==> src/rtl/seg7_pkg.sv <==
// seg7_pkg: hex glyph table, nibble-to-segment helper and blank pattern for the display driver
package seg7_pkg;
  localparam logic [6:0] SEG_OFF = 7'h00;
  localparam logic [15:0][6:0] GLYPHS = {
    7'h71, 7'h79, 7'h5E, 7'h39, 7'h7C, 7'h77, 7'h6F, 7'h7F,
    7'h07, 7'h7D, 7'h6D, 7'h66, 7'h4F, 7'h5B, 7'h06, 7'h3F
  };
  function automatic logic [6:0] hex_to_seg7(input logic [3:0] nib);
    return GLYPHS[nib];
  endfunction
endpackage

==> src/rtl/seg7_glyph.sv <==
// seg7_glyph: combinational hex nibble to active-high segments {g..a}
//  i_nib  nibble to decode
//  o_seg  segment pattern, bit0 = a
module seg7_glyph
  import seg7_pkg::*;
(
  input  logic [3:0] i_nib,
  output logic [6:0] o_seg
);
  assign o_seg = hex_to_seg7(i_nib);
endmodule

==> src/rtl/seg7_scan_driver.sv <==
// seg7_scan_driver: multiplexed N-digit seven-segment driver with double-buffered loads
//  clk/rst_n         clock, async active-low reset
//  enable            scan on; off blanks all digits and clears scan state
//  load/value/dp_in  capture strobe and data into the shadow buffer
//  seg/dp_out/an     registered display pins (polarity set by parameters)
//  pending           shadow holds a load not yet displayed
//  frame_tick        one-cycle pulse after each frame boundary
module seg7_scan_driver
  import seg7_pkg::*;
#(
  parameter int DIGITS         = 4,
  parameter int SCAN_DIV       = 50000,
  parameter bit LZ_SUPPRESS    = 1'b1,
  parameter bit ACTIVE_LOW_SEG = 1'b0,
  parameter bit ACTIVE_LOW_AN  = 1'b1
) (
  input  logic                  clk,
  input  logic                  rst_n,
  input  logic                  enable,
  input  logic                  load,
  input  logic [4*DIGITS-1:0]   value,
  input  logic [DIGITS-1:0]     dp_in,
  output logic [6:0]            seg,
  output logic                  dp_out,
  output logic [DIGITS-1:0]     an,
  output logic                  pending,
  output logic                  frame_tick
);
  localparam int IW = DIGITS > 1 ? $clog2(DIGITS) : 1;
  localparam int PW = $clog2(SCAN_DIV);
  localparam logic [6:0] SEG_POL = {7{ACTIVE_LOW_SEG}};
  localparam logic [DIGITS-1:0] AN_POL = {DIGITS{ACTIVE_LOW_AN}};
  logic [PW-1:0] r_presc;
  logic [IW-1:0] r_idx;
  logic [DIGITS-1:0][3:0] r_shadow, r_active;
  logic [DIGITS-1:0] r_shadow_dp, r_active_dp, r_an, w_lz;
  logic [6:0] r_seg, w_glyph;
  logic r_dp, r_pending, r_frame_tick;
  logic w_tc, w_wrap, w_boundary, w_swap, w_blank;
  logic [3:0] w_nib;
  assign w_tc = r_presc == PW'(SCAN_DIV - 1);
  assign w_wrap = r_idx == IW'(DIGITS - 1);
  assign w_boundary = enable && w_tc && w_wrap;
  // shadow moves to active only at a frame boundary or while dark, so a frame never tears
  assign w_swap = r_pending && (w_boundary || !enable);
  assign w_nib = r_active[r_idx];
  // w_lz[i]: this digit and every digit above it are zero; digit 0 is never blanked
  for (genvar i = 0; i < DIGITS; i++) begin : g_lz
    assign w_lz[i] = (i != 0) && (r_active[DIGITS-1:i] == '0);
  end
  assign w_blank = LZ_SUPPRESS && w_lz[r_idx];
  seg7_glyph u_glyph (.i_nib(w_nib), .o_seg(w_glyph));
  always_ff @(posedge clk or negedge rst_n)
    if (!rst_n) begin
      r_presc      <= '0;
      r_idx        <= '0;
      r_shadow     <= '0;
      r_shadow_dp  <= '0;
      r_active     <= '0;
      r_active_dp  <= '0;
      r_pending    <= 1'b0;
      r_frame_tick <= 1'b0;
      r_an         <= AN_POL;
      r_seg        <= SEG_POL;
      r_dp         <= ACTIVE_LOW_SEG;
    end else begin
      r_frame_tick <= w_boundary;
      if (load) begin
        r_shadow    <= value;
        r_shadow_dp <= dp_in;
      end
      if (w_swap) begin
        r_active    <= r_shadow;
        r_active_dp <= r_shadow_dp;
      end
      r_pending <= load || (r_pending && !w_swap);
      if (!enable) begin
        r_presc <= '0;
        r_idx   <= '0;
        r_an    <= AN_POL;
        r_seg   <= SEG_POL;
        r_dp    <= ACTIVE_LOW_SEG;
      end else begin
        r_presc <= w_tc ? '0 : r_presc + 1'b1;
        if (w_tc) r_idx <= w_wrap ? '0 : r_idx + 1'b1;
        // all digits dark on the terminal-count cycle so the next digit never ghosts
        r_an  <= (w_tc ? '0 : DIGITS'(1) << r_idx) ^ AN_POL;
        r_seg <= (w_blank ? SEG_OFF : w_glyph) ^ SEG_POL;
        r_dp  <= r_active_dp[r_idx] ^ ACTIVE_LOW_SEG;
      end
    end
  assign seg        = r_seg;
  assign dp_out     = r_dp;
  assign an         = r_an;
  assign pending    = r_pending;
  assign frame_tick = r_frame_tick;
endmodule

==> config.mk <==
export PLATFORM = sky130hd
export DESIGN_NAME = seg7_scan_driver
export DESIGN_NICKNAME = d
export VERILOG_FILES = /design/src/rtl/seg7_pkg.sv /design/src/rtl/seg7_glyph.sv /design/src/rtl/seg7_scan_driver.sv
export SDC_FILE = /design/constraint.sdc
export NUM_CORES = 1
export LEC_CHECK = 0
export ABC_CLOCK_PERIOD_IN_PS = 3200
export CORE_MARGIN = 2
export CORE_UTILIZATION = 56
export CTS_CLUSTER_SIZE = 20
export DETAILED_ROUTE_END_ITERATION = 6
export PLACE_DENSITY = 0.79
export SETUP_SLACK_MARGIN = 0.2
export SLEW_MARGIN = 40
export SYNTH_ARGS = -nofsm -noshare
export SYNTH_HDL_FRONTEND = slang
export SYNTH_HIERARCHICAL = 1
export SYNTH_SLANG_ARGS = --single-unit
==> constraint.sdc <==
create_clock -name clk -period 3.2 [get_ports clk]
set_clock_uncertainty 0.15 [all_clocks]
set_input_delay 0.8 -clock clk [delete_from_list [all_inputs] [get_ports clk]]
set_output_delay 0.8 -clock clk [all_outputs]
set_load 0.02 [all_outputs]
Word level (Yosys, flattened, before mapping) --
Memory sizes are Yosys's and may differ from the RTL's. Cells that the tools add are included. Widths: inputs -> output; s select.
Operators by class: $lt $le $gt $ge 2, multiplexer cells 17, add/sub/neg operators 2, bitwise operators 1, div/mod/pow operators 0, multiply operators 0, reduce and logical (&&, ||, !) cells 11, shifts and indexed selects 1, equal/unequal tests 3
Operators by type and width (count):
- $mux 16 | 2
- $mux 7 | 3
- $add 16x1->16 const B | 1
- $eq 16x16->1 const B | 1
- $logic_not 12->1 | 1
- $mux 4 | 3
- $bmux 4 s2 | 1
- $logic_not 8->1 | 1
- $mux 2 | 3
- $lt 4x5->1 const B | 1
- $bmux 1 s2 | 2
- $logic_and 1x1->1 | 4
- $logic_not 4->1 | 1
- $not 4->4 | 1
- $shl 1x2->4 const A | 1
- $lt 2x3->1 const B | 1
- $mux 1 | 3
- $add 2x1->2 const B | 1
- $eq 2x2->1 const B | 1
- $logic_not 1->1 | 2
- $logic_or 1x1->1 | 2
- $ne 2x1->1 const B | 1
Word-level totals: memories 1, register bits 72, bits of input ports 24, ROM bits 112, output and inout port bits 14, latch bits 0, bits in writable memories 0
Memory list:
- (no name shown) | words 16, bits a word 7, read ports 1, clocked after Yosys merged registers in 0, wr ports 0, RTL line seg7_pkg.sv:9 | return GLYPHS[nib];

Depth between registers and ports, before layout --
Gate-level depths: netlist (run 1).
depth after elaboration 8, gate-level depth with buffers 7

By module --
The synthesis (run 1) kept the hierarchy.
Modules (own cells, without submodules):
- seg7_scan_driver | area each 3139.3 µm², seq. area each 1806.7 µm², cells each 227, instances 1
- seg7_glyph | area each 290.3 µm², seq. area each 0.0 µm², cells each 33, instances 1

Least setup slack after synthesis (run 1) --
Ideal clock, no wire load.
path type register to register, start reg r_idx[1], end reg r_seg[3], in the netlist seg[3], path slack 0.642 ns, setup time 0.120 ns, clock period less this slack 2.558 ns, arrival 2.288 ns, cell stages (with the launch flop) 8, path through dfrtp_1 -> clkbuf_1 -> mux4_2 -> inv_1 -> ha_1 -> inv_1 -> mux4_1 -> and3_1
On the way: longest elaborated chain between the ends 6, elaborated cells between the ends (all ways) 8, classes of those cells mux: 7; memory: 1
Ends and longest elaborated chain:
- start, declared | RTL line seg7_scan_driver.sv:34 | logic [IW-1:0] r_idx;
- start signal, assigned | RTL line seg7_scan_driver.sv:85 | if (w_tc) r_idx <= w_wrap ? '0 : r_idx + 1'b1;
- $bmux 4 s2 | RTL line seg7_scan_driver.sv:46 | assign w_nib = r_active[r_idx];
- $mux 4 (not written as such) | RTL line seg7_scan_driver.sv:46
- via w_nib[1] | RTL line seg7_scan_driver.sv:40 | logic [3:0] w_nib;
- $mem_v2 16x7
- $mux 7 (not written as such) | RTL line seg7_pkg.sv:9
- via w_glyph[3] | RTL line seg7_scan_driver.sv:37 | logic [6:0] r_seg, w_glyph;
- $mux 7 | RTL line seg7_scan_driver.sv:88 | r_seg <= (w_blank ? SEG_OFF : w_glyph) ^ SEG_POL;
- $mux 7 | RTL line seg7_scan_driver.sv:77 | if (!enable) begin
- end signal, assigned | RTL line seg7_scan_driver.sv:88
- end, declared | RTL line seg7_scan_driver.sv:37
The timed path passes the listed nets, and every way through them passes these cells. The select of a mux whose other input is x is not followed. A chain may end at the register's enable or synchronous reset.

Final worst setup path (run 1) --
Ends and elaborated chain as after synthesis.

==> impl_metrics.yaml, run 1 <==
cts:
  clkLatencyLatePin_ns: 0.35
  clock-sinks: 72
  numCtsBuffers: 9
  hold_buffers: 0
  clk_path_buf_depth: 2
  cts.repair.resized: 0
  cts_root_buffer: "clkbuf_8"
  cts_tree: "yes"
  htreeDepth: 3
  clkTransAtPathRegs_ns: 0.08
  post_cts_buffers: 0
routing:
  wl_per_cell_um: 15.6
  num_vias: 2098
  wl_um: 5980
  drcViolationCount: 0
  viasPerCell: 5.48
  dr.pass1.iters: 4
  drtIter0Drc: 122
  postRouteAntennaNets: 0
power_and_ir_drop:
  swShare_pct: 26.0
  power.leakage_uw: 0.00176
  peakVddDrop_v: 0.000387
  cell_internal_pwr_uw: 1600
  combPwrFrac_pct: 19.3
  pwr-share-clk_pct: 31.1
  p_per_area_nw_per_um2: 531
  p_seq_share_pct: 49.6
  p_sw_uw: 562
global_routing:
  grt_max_degree: 46
  grt_first_pass_wirelength_um: 10000
  grt_pass1_vias: 2062
  groute.usage.overall_pct: 20.4
  grt.overflow.total: 0
  antenna_found_initial: 0
floorplan:
  coreArea_sq_um: 5920
  dieArea_sq_um: 6770
  fp.dieW_um: 82.3
  design.portCount: 38
  die_h_um: 82.3
  initial_utilization_pct: 57.9
  rows: 28
synthesis:
  yosys-mux-area-fraction_pct: 21.1
  syn_inst: 260
  synthesis.area_sq_um: 3430
  synth_top_family_by_area: "multiplexers"
  synth_edf_count: 0
  synth_fp_nets: 296
  synth_fa_ha_area_share_pct: 4.38
  synth_xor_area_share_pct: 3.58
  avgSynthCellArea_sq_um: 13.2
  synth_compound_area_share_pct: 2.77
  yosysWarnings: 6
  ys_types: 38
  synth-seq-cells: 72
  async_flop_share_pct: 100
  synth_seq_area_share_pct: 52.7
  synthFlopType: "dfrtp_1"
  synthSimpleGateAreaFrac_pct: 12.6
min_path:
  holdCritPathClass: "primary input to async pin"
setup_path:
  crit_chain: "mux4_2 > inv_1 > ha_1 > inv_1 > mux4_1 > and3_1"
  crit_path_max_fanout: 6
  crit_type: "register to register"
  slowest_delay_ns: 0.61
  crit_slowest_cell: "mux4_2"
  critical_path_arrival_ns: 2.59
  startpoint_type: "register"
  worstSetupEndpointType: "register"
  critical_path_required_ns: 3.29
  cpMostUsedCell: "inv_1"
sta:
  setup_viol: 0
  fin_tns_setup_ns: 0
  fin_crit_sh_pct: 78.0
  tightest_slew_ns: 0.657
  rsz0062_at_grt: "no"
  max_slew_margin_pct: 55.7
  hold_viol: 0
  report.final.slew_viol_count: 0
  timing.final.ws_setup_ns: 0.703
  period_needed_ns: 2.50
  max_freq_mhz: 401
  worst_hold_slack_ns: 0.303
cells_and_area:
  drive_gt1_share_pct: 25.6
  area_growth_pct: 18.8
  fillers: 432
  finish.utilization_pct: 68.8
  nets: 339
  layout_commonest_cell: "dfrtp_1"
  mostFrequentLayoutCells: "dfrtp_1 (68), clkdlybuf4s50_1 (36), nor2_1 (22), mux2_2 (22), mux2_4 (21)"
  diodes: 0
run:
  max_cap_viol_count: 0
placement:
  dp_slack_ns: 0.730
  io_buffers: 37
  dp_hpwl_um: 3960
  gp_congestion: 0.823
status:
  outcome: "complete, no violations"
## power by group through the flow
| stage | sequential [uW] | combinational [uW] | clock, uW |
|---|---|---|---|
| global placement | 1090 | 405 | 0 |
| CTS | 1070 | 420 | 687 |
| finish | 1070 | 417 | 673 |
| floorplan | 1090 | 270 | 0 |
| global route | 1090 | 457 | 728 |
| detailed placement | 1090 | 416 | 0 |
## critical path, delay by kind of cell, from the launching register on
family                   cells  cell delay [ns]
adder cells (fa/ha/maj)      1             0.25
buffers and inverters        2             0.21
AND/OR/NAND/NOR              1             0.18
multiplexers                 2             1.09
flip-flops                   1             0.51
## area by class of cell
type / instances / area, sq um / area share [%]
flip-flops and latches: 72 / 1810 / 44.3
clock buffers: 14 / 173 / 4.24
repair buffers: 42 / 428 / 10.5
clock inverters: 2 / 12.5 / 0.307
inverters: 10 / 37.5 / 0.921
multi-input cells: 168 / 1520 / 37.4
well taps: 75 / 93.8 / 2.30
## kinds of logic (layout without fill, tap and decap cells)
group / after synthesis / count (layout)
simple gates: 79 / 79
compound gates: 12 / 12
xor+xnor: 14 / 14
mux: 51 / 51
flops: 72 / 72
fa+ha+maj: 12 / 12
buf+inv: 20 / 68
## sequential cells by signal (all words and copies together) (netlist names)
register / cells
an: 4
r_idx: 2
r_shadow: 16
r_active: 16
seg: 7
r_presc: 16
r_active_dp: 4
r_shadow_dp: 4
pending: 1
dp_out: 1
frame_tick: 1
## per-stage QoR
stage          cells  area (sq um)  total power [uW]
3_5_place_dp     367          3890              1510
5_1_grt          383          4070              2270
4_1_cts          383          4070              2180
3_3_place_gp     367          3890              1490
2_1_floorplan    260          3430              1360
6_report         383          4070              2160
## layer usage
| layer | part of all wire (%) | wire (um) | up-vias | GRT usage (%) |
|---|---|---|---|---|
| met1 | 46 | 2740 | 1024 | 27.0 |
| li1 | - | - | 1000 | - |
| met5 | 0 | 0 | - | 0 |
| met3 | 4.4 | 266 | 13 | 4.78 |
| met4 | 2.8 | 165 | 0 | 12.7 |
| met2 | 47 | 2810 | 61 | 30.5 |
## Yosys cell counts, types with 2 or more instances
library cell	number	area share [%]
nor3_1	6	0.88
and3_1	9	1.6
dfstp_2	4	3.1
nor4_1	6	1.1
nor2_1	22	2.4
a21oi_1	5	0.73
clkbuf_1	5	0.55
mux4_2	5	3.3
nand2_1	14	1.5
mux2_2	22	7.2
nor2b_1	2	0.36
and4bb_2	2	0.73
buf_2	2	0.29
nand3_1	4	0.58
mux2_4	21	9.2
nand4_1	6	1.1
ha_1	12	4.4
dfrtp_1	68	50
buf_6	3	0.98
a31o_2	2	0.51
xnor2_1	13	3.3
inv_1	10	1.1
mux2i_1	2	0.58
## final timing paths
check / from / to / slack (ns) / depth (start not counted)
worst max-delay path: r_idx[1] / seg[3] / 0.70 / 6
worst min-delay path: rst_n / r_presc[11] / 0.30 / 1
worst max register to register: r_idx[1] / seg[3] / 0.70 / 6
worst min register to register: r_presc[0] / r_presc[0] / 0.34 / 1
max in group asynchronous: rst_n / an[0] / 1.89 / 2
min in group clk: r_presc[0] / r_presc[0] / 0.34 / 1
Power figures use the tool's default switching activity.
==> run 2: changes to the inputs <==
- ABC_CLOCK_PERIOD_IN_PS: 3200 -> 2240
- CORE_UTILIZATION: 56 -> 51
- PLACE_DENSITY: 0.79 -> 0.76
- clock period: 3.2 -> 2.24 ns (I/O delays scaled with it)
==> run 2 against run 1 <==
Clock power is 69% higher. Die area is 9.3% higher. Sequential cell count stayed put. Non-clock buffer count is 20 higher. Count of clock-buffer cells in the layout is 5 lower. Via count is 9.1% higher. Sequential power is 46% higher. Cell count is 6.3% higher. Register-to-register slack worse by 0.63 ns. Hold slack worse by 0.24 ns. Critical endpoint unchanged.
==> impl_metrics.yaml, run 2 (same netlist as run 1, synthesis figures left out) <==
setup_path:
  r2r-start: "r_idx[1]"
  r2r.worst_path.cells: 5
  startpoint_type: "register"
  crit_path_max_fanout: 4
  crit_type: "register to register"
  ff2ff_setup_slack_ns: 0.07
  critical_path_arrival_ns: 2.27
  r2r-end: "seg[3]"
  critical_path_required_ns: 2.34
  worstSetupEndpointType: "register"
placement:
  dp_hpwl_um: 4070
  io_buffers: 37
  placed_area_sq_um: 3970
  gp_congestion: 0.755
global_routing:
  grt.overflow.total: 0
  antenna_found_initial: 0
  grt_first_pass_wirelength_um: 11000
  grt_pass1_vias: 2190
  groute.usage.overall_pct: 19.9
  grt_max_degree: 73
cts:
  clkLatencyLatePin_ns: 0.36
  numCtsBuffers: 9
  hold_buffers: 0
  clock-sinks: 72
  cts_tree: "yes"
  clkTransAtPathRegs_ns: 0.08
  htreeDepth: 3
  cts_root_buffer: "clkbuf_8"
  clk_path_buf_depth: 2
cells_and_area:
  diodes: 0
  area_growth_pct: 30.7
  mostFrequentLayoutCells: "dfrtp_1 (65), clkdlybuf4s50_1 (31), nor2_1 (22), mux2_4 (22), mux2_2 (21)"
  finish.utilization_pct: 69.8
  layout_commonest_cell: "dfrtp_1"
  nets: 361
  drive_gt1_share_pct: 35.8
  post-route-cell-area_sq_um: 4480
  reg_top3: "r_active (16), r_presc (16), r_shadow (16)"
floorplan:
  dieArea_sq_um: 7400
  fp.dieW_um: 86.0
  die_h_um: 86.0
  rows: 29
  design.portCount: 38
  initial_utilization_pct: 53.4
  coreArea_sq_um: 6420
sta:
  report.final.slew_viol_count: 0
  fin_crit_sh_pct: 96.9
  max_slew_margin_pct: 66.4
  hold_viol: 0
  period_needed_ns: 2.17
  max_freq_mhz: 461
  rsz0062_at_grt: "yes"
  tightest_slew_ns: 0.502
  setup_viol: 0
routing:
  dr.pass1.iters: 4
  drtIter0Drc: 168
  viasPerCell: 5.62
  wl_um: 7100
  drcViolationCount: 0
  postRouteAntennaNets: 0
  num_vias: 2289
  wl_per_cell_um: 17.4
run:
  max_cap_viol_count: 0
power_and_ir_drop:
  power.leakage_uw: 0.00191
  peakVddDrop_v: 0.000463
  p_per_area_nw_per_um2: 763
min_path:
  holdCritPathClass: "primary input to async pin"
status:
  outcome: "complete, no violations"
## run 2: final cells by class
cell class              count  area (sq um)
repair buffers             62           668
fillers                   451          1940
clock inverters             7          95.1
clock buffers               9           124
well taps                  77          96.3
multi-input cells         170          1650
flip-flops and latches     72          1810
inverters                  10          42.5
## run 2: worst max-delay path: stages (launching register included)
cell	delay [ns]
dfrtp_2	0.40
mux4_2	0.56
inv_4	0.12
ha_4	0.21
mux4_2	0.46
and3_4	0.18
## run 2: worst max-delay path by stage
stage / endpoint / depth (start not counted) / start / slack, ns
6_report: seg[3] / 5 / r_idx[1] / 0.07
5_1_grt: seg[3] / 5 / r_active[8] / 0.02
4_1_cts: seg[3] / 5 / r_idx[1] / 0.09
3_5_place_dp: seg[5] / 6 / r_idx[1] / 0.03
3_3_place_gp: seg[3] / 5 / r_idx[1] / 0.06
2_1_floorplan: seg[3] / 6 / r_idx[1] / -0.03
## run 2: layer usage
metal	track usage (%)	routed length (um)
met1	27.7	3290
met2	29.5	3320
met3	5.29	374
met4	8.66	116
met5	0	0
## run 2: what timing repair did
item                       in CTS  in global routing
pin swaps                       4                  6
gates resized for setup        21                  9
setup endpoints to repair      32                 27
cloned                          3                  2
buffers inserted                6                  6
## run 2: where the power goes
part	leakage (uW)	switching [uW]	internal, uW
sequential	0.000879	114	1440
clock	0.000110	515	628
combinational	0.000919	284	439
## run 2: through the flow
step,instances,setup TNS [ns],worst slack (ns),hold WS (ns),total power [uW]
floorplan,260,-0.0342,-0.0342,0.114,1970
global placement,374,0,0.0632,0.297,2170
detailed placement,374,0,0.0260,0.305,2190
CTS,399,0,0.0929,0.0732,3390
global route,407,0,0.0237,0.0917,3570
finish,407,0,0.0687,0.0620,3420
==> run 3: changes to the inputs <==
- CORE_UTILIZATION: 51 -> 57
- DONT_BUFFER_PORTS: unset -> 1
- PLACE_DENSITY: 0.76 -> 0.75
==> run 3 against run 2 <==
The flow now finishes with violations (negative hold slack). Sequential cell count stayed put. Combinational power fell by 23%. Clock power increased by 17%. Count of clock-buffer cells in the layout increased by 3. Critical path type unchanged.
==> impl_metrics.yaml, run 3 (same netlist as run 1, synthesis figures left out) <==
status:
  outcome: "finished with violations"
  violations: "negative hold slack"
power_and_ir_drop:
  peakVddDrop_v: 0.000853
  p_per_area_nw_per_um2: 849
  power.leakage_uw: 0.00178
global_routing:
  antenna_found_initial: 0
  groute.usage.overall_pct: 22.3
  grt_pass1_vias: 2127
  grt.overflow.total: 0
  grt_max_degree: 73
  grt_first_pass_wirelength_um: 10900
floorplan:
  design.portCount: 38
  dieArea_sq_um: 6650
  rows: 28
  coreArea_sq_um: 5850
  initial_utilization_pct: 58.6
  fp.dieW_um: 81.6
  die_h_um: 81.6
cells_and_area:
  diodes: 0
  fillers: 371
  finish.utilization_pct: 69.9
  layout_commonest_cell: "dfrtp_1"
  mostFrequentLayoutCells: "dfrtp_1 (64), nor2_1 (22), mux2_2 (22), mux2_4 (21), buf_4 (21)"
  drive_gt1_share_pct: 40.7
  fin_cells: 370
  post-route-cell-area_sq_um: 4090
  nets: 326
  area_growth_pct: 19.2
  reg_top3: "r_active (16), r_presc (16), r_shadow (16)"
routing:
  postRouteAntennaNets: 0
  drcViolationCount: 0
  drtIter0Drc: 164
  wl_per_cell_um: 18.4
  viasPerCell: 5.84
  wl_um: 6790
  dr.pass1.iters: 4
  num_vias: 2161
sta:
  max_slew_margin_pct: 66.3
  rsz0062_at_grt: "yes"
  max_freq_mhz: 465
  setup_viol: 0
  fin_crit_sh_pct: 96.0
  period_needed_ns: 2.15
  worst_hold_slack_ns: -0.245
  report.final.slew_viol_count: 0
  tightest_slew_ns: 0.505
  hold_viol: 72
setup_path:
  critical_path_arrival_ns: 2.24
  ff2ff_setup_slack_ns: 0.09
  crit_type: "register to register"
  worstSetupEndpointType: "register"
  r2r.worst_path.cells: 5
  critical_path_required_ns: 2.33
  startpoint_type: "register"
  r2r-end: "seg[3]"
  crit_path_max_fanout: 4
  r2r-start: "r_idx[1]"
cts:
  numCtsBuffers: 9
  clkLatencyLatePin_ns: 0.34
  clock-sinks: 72
  htreeDepth: 3
  cts_tree: "yes"
  cts_root_buffer: "clkbuf_8"
  clkTransAtPathRegs_ns: 0.08
  clk_path_buf_depth: 2
placement:
  placed_area_sq_um: 3560
  io_buffers: 0
  dp_cells: 333
  gp_congestion: 0.839
  dp_hpwl_um: 4040
min_path:
  holdCritPathClass: "primary input to async pin"
run:
  max_cap_viol_count: 0
==> run 3: how the worst max path moves through the flow <==
stage	from	slack (ns)	to
floorplan	r_idx[1]	-0.03	seg[3]
global route	r_idx[1]	0.006	seg[3]
finish	r_idx[1]	0.09	seg[3]
detailed placement	r_idx[1]	-0.004	seg[3]
CTS	r_idx[1]	0.11	seg[3]
global placement	r_idx[1]	0.04	seg[3]
==> run 3: critical path, cell delays in order, from the launching register on <==
cell and delay, ns:
dfrtp_2 0.41, mux4_2 0.56, inv_4 0.12, ha_4 0.21
mux4_2 0.45, and3_1 0.15
==> run 3: metrics by stage <==
| step | setup slack [ns] | setup TNS, ns | power [uW] |
|---|---|---|---|
| floorplan | -0.0342 | -0.0342 | 1970 |
| CTS | 0.107 | 0 | 3450 |
| finish | 0.0904 | 0 | 3470 |
| global route | 0.00597 | 0 | 3610 |
| global placement | 0.0438 | 0 | 2030 |
| detailed placement | -0.00439 | -0.00439 | 2050 |
==> run 3: cell type report <==
class,count,area [sq um],area share (%)
clock buffer,12,165,4.04
inverter,10,42.5,1.04
multi-input combinational,168,1580,38.6
tap,75,93.8,2.29
clock inverter,4,98.8,2.42
timing repair buffer,29,298,7.28
sequential,72,1810,44.3
==> run 3: routing by layer <==
metal	GRT usage [%]	up-vias	routed length [um]
met5	0	-	0
met4	10.5	0	122
met3	5.60	11	381
met2	34.3	69	3250
met1	29.6	1101	3030
li1	-	980	-
==> run 3: timing repair <==
item | CTS | global route
pin swaps | 2 | 2
gates resized for setup | 16 | 4
buffers inserted | 13 | 6
gates cloned | 2 | 0
endpoints found under the hold margin | 72 | 72
endpoints found under the setup margin | 27 | 28
==> run 3: where the power goes <==
part           switching [uW]  internal (uW)  total, uW
sequential                141           1440       1580
clock                     495            834       1330
combinational             203            355        558
